--- src/rtl/sprite_mem_arbiter.sv ---
// Round-robin arbiter sharing one single-port sprite BRAM among NUM_PROCS requesters, with an optional grant lock for atomic read-modify-write.
// Grants are combinational and one access is accepted per cycle; reads return BRAM_LATENCY cycles later, and requesters that are not granted simply hold req.
module sprite_mem_arbiter #(
  parameter int NUM_PROCS    = 4,
  parameter int MEMORY_SIZE  = 256,
  parameter int DATA_WIDTH   = 36,
  parameter int BRAM_LATENCY = 2,
  parameter int LOCK_MAX     = 16,
  localparam int AW = $clog2(MEMORY_SIZE),
  localparam int IW = (NUM_PROCS > 1) ? $clog2(NUM_PROCS) : 1,
  localparam int CW = $clog2(LOCK_MAX + 1)
) (
  input  logic                            pixel_clk_in,
  input  logic                            rst_in,
  input  logic [NUM_PROCS-1:0]            req,
  input  logic [NUM_PROCS-1:0]            we,
  input  logic [NUM_PROCS-1:0]            lock,
  input  logic [NUM_PROCS*AW-1:0]         addr,
  input  logic [NUM_PROCS*DATA_WIDTH-1:0] wdata,
  output logic [NUM_PROCS-1:0]            gnt,
  output logic [NUM_PROCS-1:0]            rvalid,
  output logic [DATA_WIDTH-1:0]           rdata,
  output logic                            lock_owner_valid,
  output logic [AW-1:0]                   mem_addr,
  output logic                            mem_we,
  output logic [DATA_WIDTH-1:0]           mem_din,
  input  logic [DATA_WIDTH-1:0]           mem_dout
);

  typedef enum logic {IDLE, LOCKED} state_t;

  typedef struct packed {
    logic          vld;
    logic [IW-1:0] idx;
  } tag_t;

  state_t          state_q, state_d;
  logic [IW-1:0]   rr_ptr_q, rr_ptr_d;
  logic [IW-1:0]   owner_q, owner_d;
  logic [CW-1:0]   lock_cnt_q, lock_cnt_d;
  logic            acc;
  logic [IW-1:0]   acc_idx;
  logic [AW-1:0]   mem_addr_q;
  logic [DATA_WIDTH-1:0] mem_din_q;
  tag_t [BRAM_LATENCY-1:0] tag_q;

  function automatic logic [IW-1:0] ptr_inc(input logic [IW-1:0] p);
    return (int'(p) == NUM_PROCS - 1) ? '0 : p + IW'(1);
  endfunction

  always_ff @(posedge pixel_clk_in or posedge rst_in) begin
    if (rst_in) state_q <= IDLE;
    else        state_q <= state_d;
  end

  always_comb begin
    int j;
    j          = 0;
    state_d    = state_q;
    rr_ptr_d   = rr_ptr_q;
    owner_d    = owner_q;
    lock_cnt_d = lock_cnt_q;
    acc        = 1'b0;
    acc_idx    = '0;
    case (state_q)
      IDLE: begin
        // Walk offsets high to low so the requester closest to rr_ptr wins.
        for (int k = NUM_PROCS - 1; k >= 0; k--) begin
          j = int'(rr_ptr_q) + k;
          if (j >= NUM_PROCS) j = j - NUM_PROCS;
          if (req[j]) begin
            acc     = 1'b1;
            acc_idx = IW'(j);
          end
        end
        if (acc) begin
          rr_ptr_d = ptr_inc(acc_idx);
          if (lock[acc_idx] && LOCK_MAX > 1) begin
            state_d    = LOCKED;
            owner_d    = acc_idx;
            lock_cnt_d = CW'(1);
          end
        end
      end
      LOCKED: begin
        if (!req[owner_q]) begin
          state_d    = IDLE;
          rr_ptr_d   = ptr_inc(owner_q);
          lock_cnt_d = '0;
        end else begin
          acc     = 1'b1;
          acc_idx = owner_q;
          if (!lock[owner_q] || (lock_cnt_q + CW'(1) >= CW'(LOCK_MAX))) begin
            state_d    = IDLE;
            rr_ptr_d   = ptr_inc(owner_q);
            lock_cnt_d = '0;
          end else begin
            lock_cnt_d = lock_cnt_q + CW'(1);
          end
        end
      end
      default: state_d = IDLE;
    endcase
    // Reset must silence the BRAM port immediately, not at the next edge.
    if (rst_in) acc = 1'b0;
    gnt = '0;
    if (acc) gnt[acc_idx] = 1'b1;
  end

  assign mem_we   = acc & we[acc_idx];
  assign mem_addr = acc ? addr[int'(acc_idx)*AW +: AW] : mem_addr_q;
  assign mem_din  = acc ? wdata[int'(acc_idx)*DATA_WIDTH +: DATA_WIDTH] : mem_din_q;

  always_ff @(posedge pixel_clk_in or posedge rst_in) begin
    if (rst_in) begin
      rr_ptr_q   <= '0;
      owner_q    <= '0;
      lock_cnt_q <= '0;
      mem_addr_q <= '0;
      mem_din_q  <= '0;
      tag_q      <= '0;
    end else begin
      rr_ptr_q   <= rr_ptr_d;
      owner_q    <= owner_d;
      lock_cnt_q <= lock_cnt_d;
      mem_addr_q <= mem_addr;
      mem_din_q  <= mem_din;
      tag_q[0].vld <= acc & ~we[acc_idx];
      tag_q[0].idx <= acc_idx;
      for (int i = 1; i < BRAM_LATENCY; i++) tag_q[i] <= tag_q[i-1];
    end
  end

  always_comb begin
    rvalid = '0;
    if (tag_q[BRAM_LATENCY-1].vld) rvalid[tag_q[BRAM_LATENCY-1].idx] = 1'b1;
  end

  assign rdata            = tag_q[BRAM_LATENCY-1].vld ? mem_dout : '0;
  assign lock_owner_valid = (state_q == LOCKED);

endmodule

--- config.mk ---
export PLATFORM = sky130hd
export DESIGN_NAME = sprite_mem_arbiter
export DESIGN_NICKNAME = d
export VERILOG_FILES = /design/src/rtl/sprite_mem_arbiter.sv
export SDC_FILE = /design/constraint.sdc
export NUM_CORES = 1
export LEC_CHECK = 0
export ABC_AREA = 1
export CORE_MARGIN = 3
export CORE_UTILIZATION = 32
export CTS_BUF_LIST = sky130_fd_sc_hd__clkbuf_16
export DETAILED_ROUTE_END_ITERATION = 10
export PLACE_DENSITY = 0.79
export SKIP_LAST_GASP = 1
export SYNTH_ARGS = -nofsm -noshare
export SYNTH_HDL_FRONTEND = slang
export SYNTH_SLANG_ARGS = --single-unit
export TNS_END_PERCENT = 100
--- constraint.sdc ---
create_clock -name pixel_clk_in -period 5.36 [get_ports pixel_clk_in]
set_clock_uncertainty 0.15 [all_clocks]
set_input_delay 0.536 -clock pixel_clk_in [delete_from_list [all_inputs] [get_ports pixel_clk_in]]
set_output_delay 0.536 -clock pixel_clk_in [all_outputs]
set_load 0.02 [all_outputs]
# Word level (Yosys, flattened, before mapping)

Cells that the tools add are included.

Bits in registers: 60
Input port bits: 226
Output and inout port bits: 90
Word-level logic and storage cells: 122

Add/sub/neg operators: 10
$mul: 1
Order comparisons: 15
Equal/unequal tests: 5
Shift-type cells: 2
Muxes and demuxes: 68
Bitwise gates (word level): 4
Reduce and logical (&&, ||, !) cells: 7

Operators by type and width:

| kind                                                                  | number |
|---|---|
| 32-bit two-way mux                                                    | 8 |
| 144-bit by 9-bit variable part select with 36-bit output              | 1 |
| 32-bit by 4-bit < comparator with 1-bit output, second input constant | 4 |
| 36-bit two-way mux                                                    | 2 |
| 32-bit by 6-bit variable part select with 8-bit output                | 1 |
| 1-bit two-way mux                                                     | 25 |
| 2-bit two-way mux                                                     | 11 |
| 5-bit two-way mux                                                     | 4 |
| 1-bit binary-select mux with 2-bit select                             | 8 |
| 2-bit by 3-bit < comparator with 1-bit output, second input constant  | 4 |
| 3-bit by 3-bit subtractor with 4-bit output, second input constant    | 3 |
| 5-bit case mux with 2 select lines                                    | 1 |
| 3-bit >= comparator, second input constant                            | 3 |
| 4-bit two-way mux                                                     | 2 |
| 8-bit two-way mux                                                     | 1 |
| 2-bit case mux with 2 select lines                                    | 2 |
| 2-bit by 2-bit adder with 3-bit output, second input constant         | 2 |
| 2-bit by 4-bit multiplier with 6-bit output, second input constant    | 1 |
| 5-bit by 1-bit adder with 5-bit output, second input constant         | 1 |
| 5-bit >= comparator, second input constant                            | 1 |
| 2-bit by 1-bit adder with 2-bit output, second input constant         | 2 |
| 1-bit demux with 2-bit select                                         | 2 |
| 2-bit by 1-bit == test with 1-bit output, second input constant       | 2 |
| 2-bit by 1-bit >= comparator with 1-bit output, second input constant | 2 |
| 13 further kinds                                                      | 19 |

# Longest topological paths before layout

Word-level depth: 18
Mapped depth: 17
Depth with buffers taken out: 15

# Worst setup path after synthesis

No wires, ideal clock.

Path kind: input -> output
From: input rst_in
To: output gnt[2]
Arrival: 3.030 ns
Required time: 4.674 ns
Path slack: 1.644 ns
Stages: 4
Path buffers: 1
Path through: inv_1 -> nand3_1 -> clkbuf_1 -> nor3_1

Cells in the longest elaborated chain, start to end: 2

RTL lines:

| item              | RTL line | RTL |
|---|---|---|
| from (decl)       | 14       | `input logic rst_in,` |
| 1-bit two-way mux | 105      | `if (rst_in) acc = 1'b0;` |
| 4-bit two-way mux | 107      | `if (acc) gnt[acc_idx] = 1'b1;` |
| to (decl)         | 20       | `output logic [NUM_PROCS-1:0] gnt,` |

No other way between the ends.

# Final worst setup path

From: input req[3]
To: output mem_din[30]

Cells in the longest elaborated chain, start to end: 12
Elaborated cells on any way between the ends: 32
Those cells by class: mul: 1; shift: 1; mux: 30

RTL lines:

| item                                                     | RTL line | RTL |
|---|---|---|
| from (decl)                                              | 15       | `input logic [NUM_PROCS-1:0] req,` |
| 1-bit binary-select mux with 2-bit select                | 71       | `if (req[j]) begin` |
| 1-bit two-way mux (implied by the code) (2 in a row)     | 71       |  |
| 2-bit two-way mux (4 in a row)                           | 71       |  |
| 2-bit two-way mux                                        | 65       | `case (state_q)` |
| 2-bit case mux with 2 select lines                       | 65       |  |
| 2-bit by 4-bit multiplier with 6-bit output              | 112      | `assign mem_din = acc ? wdata[int'(acc_idx)*DATA_WIDTH +: DATA_WIDTH] : mem_din_q;` |
| 144-bit by 9-bit variable part select with 36-bit output | 112      |  |
| 36-bit two-way mux (*)                                   | 112      |  |
| to (decl)                                                | 26       | `output logic [DATA_WIDTH-1:0] mem_din,` |

Mark *: on every way between the ends. The rest lies on a longest branch, timed or not. The select of a mux whose other input is x is not followed.

==> metrics <==
H-tree depth 3; P_leak 4.479 nW; Critical Path AT 3.75 ns; Ys Warns 0; RSZ-0062 raised after global routing false; CP max stage cell nand2_4; Final #Nets 1,378; GR Util met1 around 25%; Netlist cell types 27; Synth area leader nand2_1; gp weighted congestion between 0.8 and 0.9; clk root buf clkbuf_16; first-pass iteration count of the detailed router 5; initial DRC count 366; TritonCTS buffer count 9; Post-CTS Setup Repair Bufs 0; crit-path cells clkdlybuf4s50_1, inv_1, o21ai_1, nand2_1, nand3_1, nand2_1, nand2_2, nand3_4, nand2_4, nand2_1, nand2_1, nand2_1, nand2_1, nand2_1, nand2_1, clkdlybuf4s50_1; Mapped Area 4882 um2; Crit Path Class in -> out; WL per Instance 14.77 um; post-synthesis cell count 869; setup TNS 0 ns; Crit path top cell by count nand2_1; Slew headroom 34.43%; Post-synth EDFFs 0; syn_area_per_cell approximately 5.6 um2; Max Slew Vio Count 0; Max Cap Viol 0; CTS sink count 60; status complete, no violations; Seq cells post-synth 60; site row count 44; via count 6,373; CTS tree yes; post-route cell area 8317 um2; Detailed Route WL 19,770 um; first-pass GRT wire length slightly below 30,000 um; register area share after synthesis 30.75%; CP peak stage delay 0.70 ns; Reg clk slew, reported paths 0.05 ns; max frequency 0.2255 GHz; worst hold path class reg -> reg; Period minus WS final 4.436 ns; top_reg_cell synth dfrtp_1; grt ovf 0; Final Setup Violations 0; initial antenna violation count 0; GRT met3 Usage 6.018%; synth top area cells nand2_1 41%, dfrtp_1 31%, nand3_1 11%; critical path launch point type primary input; DP Wirelength 14,900 um; Total Power roughly 5.8 mW; worst path required time 4.67 ns; syn nets 1,098; area grow syn2layout 70.35%; DRC violations left 0; CP delay by family, top simple AND/OR/NAND/NOR gates; Post-CTS Resized 0; GRT Max-Usage Layer met2; most common cell in the netlist nand2_1; pwr dens 693.3 nW/um2; Die ar. approximately 17,000 um2; Worst-Margin Slew 0.9835 ns; Post-DP Area 8064 um2; met2 Usage GRT 40.91%; Async SR Flop Fraction 100.0%; top cells by count, synth 536 x nand2_1, 111 x nand3_1, 60 x dfrtp_1; number of global-route vias before repair 5,848; vias per cell 4.763; post-route ant nets 0; port buffer count 315; GRT Total Usage 22.46%; maximum VDD drop 580.4 uV; die width 129.5 um; period utilisation layout between 80% and 90%; fin util 56.37%; hold buffers post-CTS 0; die height between 100 and 150 um; largest net degree at the start of global routing 90; core area 14,750 um2; layout cells sized above 1 2.686%; worst path bufs/invs 3; clock tree buffer depth 2; worst-path fanout max 89; antenna diode count 0; clk_lat worst skew 0.32 ns; Setup crit end kind primary output; Top Ports 316; Fin. Hold Viols 0; Initial Util between 30 and 40%; share of the synthesized area in the top cell type 41.21%
-- kinds of logic (layout without fill, tap and decap cells) --
| logic type | count (synthesis) | count (layout) | synth area share, % |
|---|---|---|---|
| AO/OA/AOI/OAI | 14 | 14 | 1.820 |
| XOR/XNOR | 4 | 4 | 0.7177 |
| flip-flops | 60 | 60 | 30.75 |
| adder cells (fa/ha/maj) | 3 | 3 | 0.7689 |
| buffers and inverters | 117 | 402 | 10.46 |
| AND/OR/NAND/NOR | 671 | 671 | 55.48 |
-- worst register-to-register path, cell delays in order, from the launching register on --
cell	delay (ns)
dfrtp_1	0.57
inv_1	0.18
nand2_1	0.12
nand3_1	0.11
nand2_1	0.10
nand3_1	0.13
nand3_2	0.15
nand3_4	0.10
nand2_4	0.70
buf_4	0.29
nand2_1	0.06
nand2_1	0.06
nand2_1	0.04
nand2_1	0.13
nor2_1	0.05
-- cell usage in the layout (no fill, tap or decap) --
master             n
a21oi_4            1
xnor2_1            2
o32ai_1            1
o21ai_0            3
ha_1               3
xor2_1             2
nand3_4            1
nand2_2            2
nand2_1          535
buf_4              8
nor2_1             6
clkinv_2           1
nand2_4            1
inv_1             60
a21oi_1            3
clkinv_1           3
nand3_1          110
nand4_1            3
nand3b_1           2
clkdlybuf4s50_1  315
o21ai_1            4
inv_2              6
a31oi_1            1
nand3_2            2
dfrtp_1           60
o211ai_1           1
clkbuf_16          9
nor3_1             9
-- metal layers --
metal / share of wire, % / vias up
met5: 0 / -
li1: - / 3219
met3: 9.2 / 34
met2: 51 / 300
met4: 2.6 / 0
met1: 37 / 2820
-- state kept, by name (all words and copies together) (netlist names) --
| register | flops |
|---|---|
| tag_q | 6 |
| mem_din_q | 36 |
| owner_q | 2 |
| mem_addr_q | 8 |
| lock_cnt_q | 5 |
| rr_ptr_q | 2 |
| lock_owner_valid | 1 |
-- cell type report --
class / instances / area, um2
flip-flops and latches: 60 / 1501
clock inverters: 7 / 27.53
fillers: 1473 / 6437
multi-input cells: 692 / 2883
well taps: 184 / 230.2
inverters: 63 / 236.5
repair buffers: 323 / 3213
clock buffers: 9 / 225.2
-- metrics by stage --
stage,worst slack [ns],instances,hold WS [ns]
4_1_cts,0.8963,1338,0.1994
5_1_grt,0.5580,1338,0.2012
2_1_floorplan,1.644,869,0.1812
3_5_place_dp,0.9095,1322,0.1879
3_3_place_gp,0.9674,1322,0.1820
6_report,0.9245,1338,0.1985
-- worst paths after layout --
path	start	to	slack, ns	cells after the start
max in group asynchronous	rst_in	mem_din_q[12]	3.83	3
hold reg to reg	tag_q[0]	tag_q[3]	0.20	0
setup reg to reg	rr_ptr_q[0]	tag_q[2]	2.31	14
hold / removal	tag_q[0]	tag_q[3]	0.20	0
setup / recovery	req[3]	mem_din[30]	0.92	16
min in group asynchronous	rst_in	tag_q[3]	0.71	3
-- report_power, final --
| group | leakage (nW) | internal (mW) | switching, mW |
|---|---|---|---|
| registers | 0.757 | 0.665 | 0.125 |
| logic | 3.59 | 1.63 | 2.84 |
| clock network | 0.136 | 0.302 | 0.200 |
| total | 4.48 | 2.60 | 3.17 |
(Power assumes the default switching activity.)
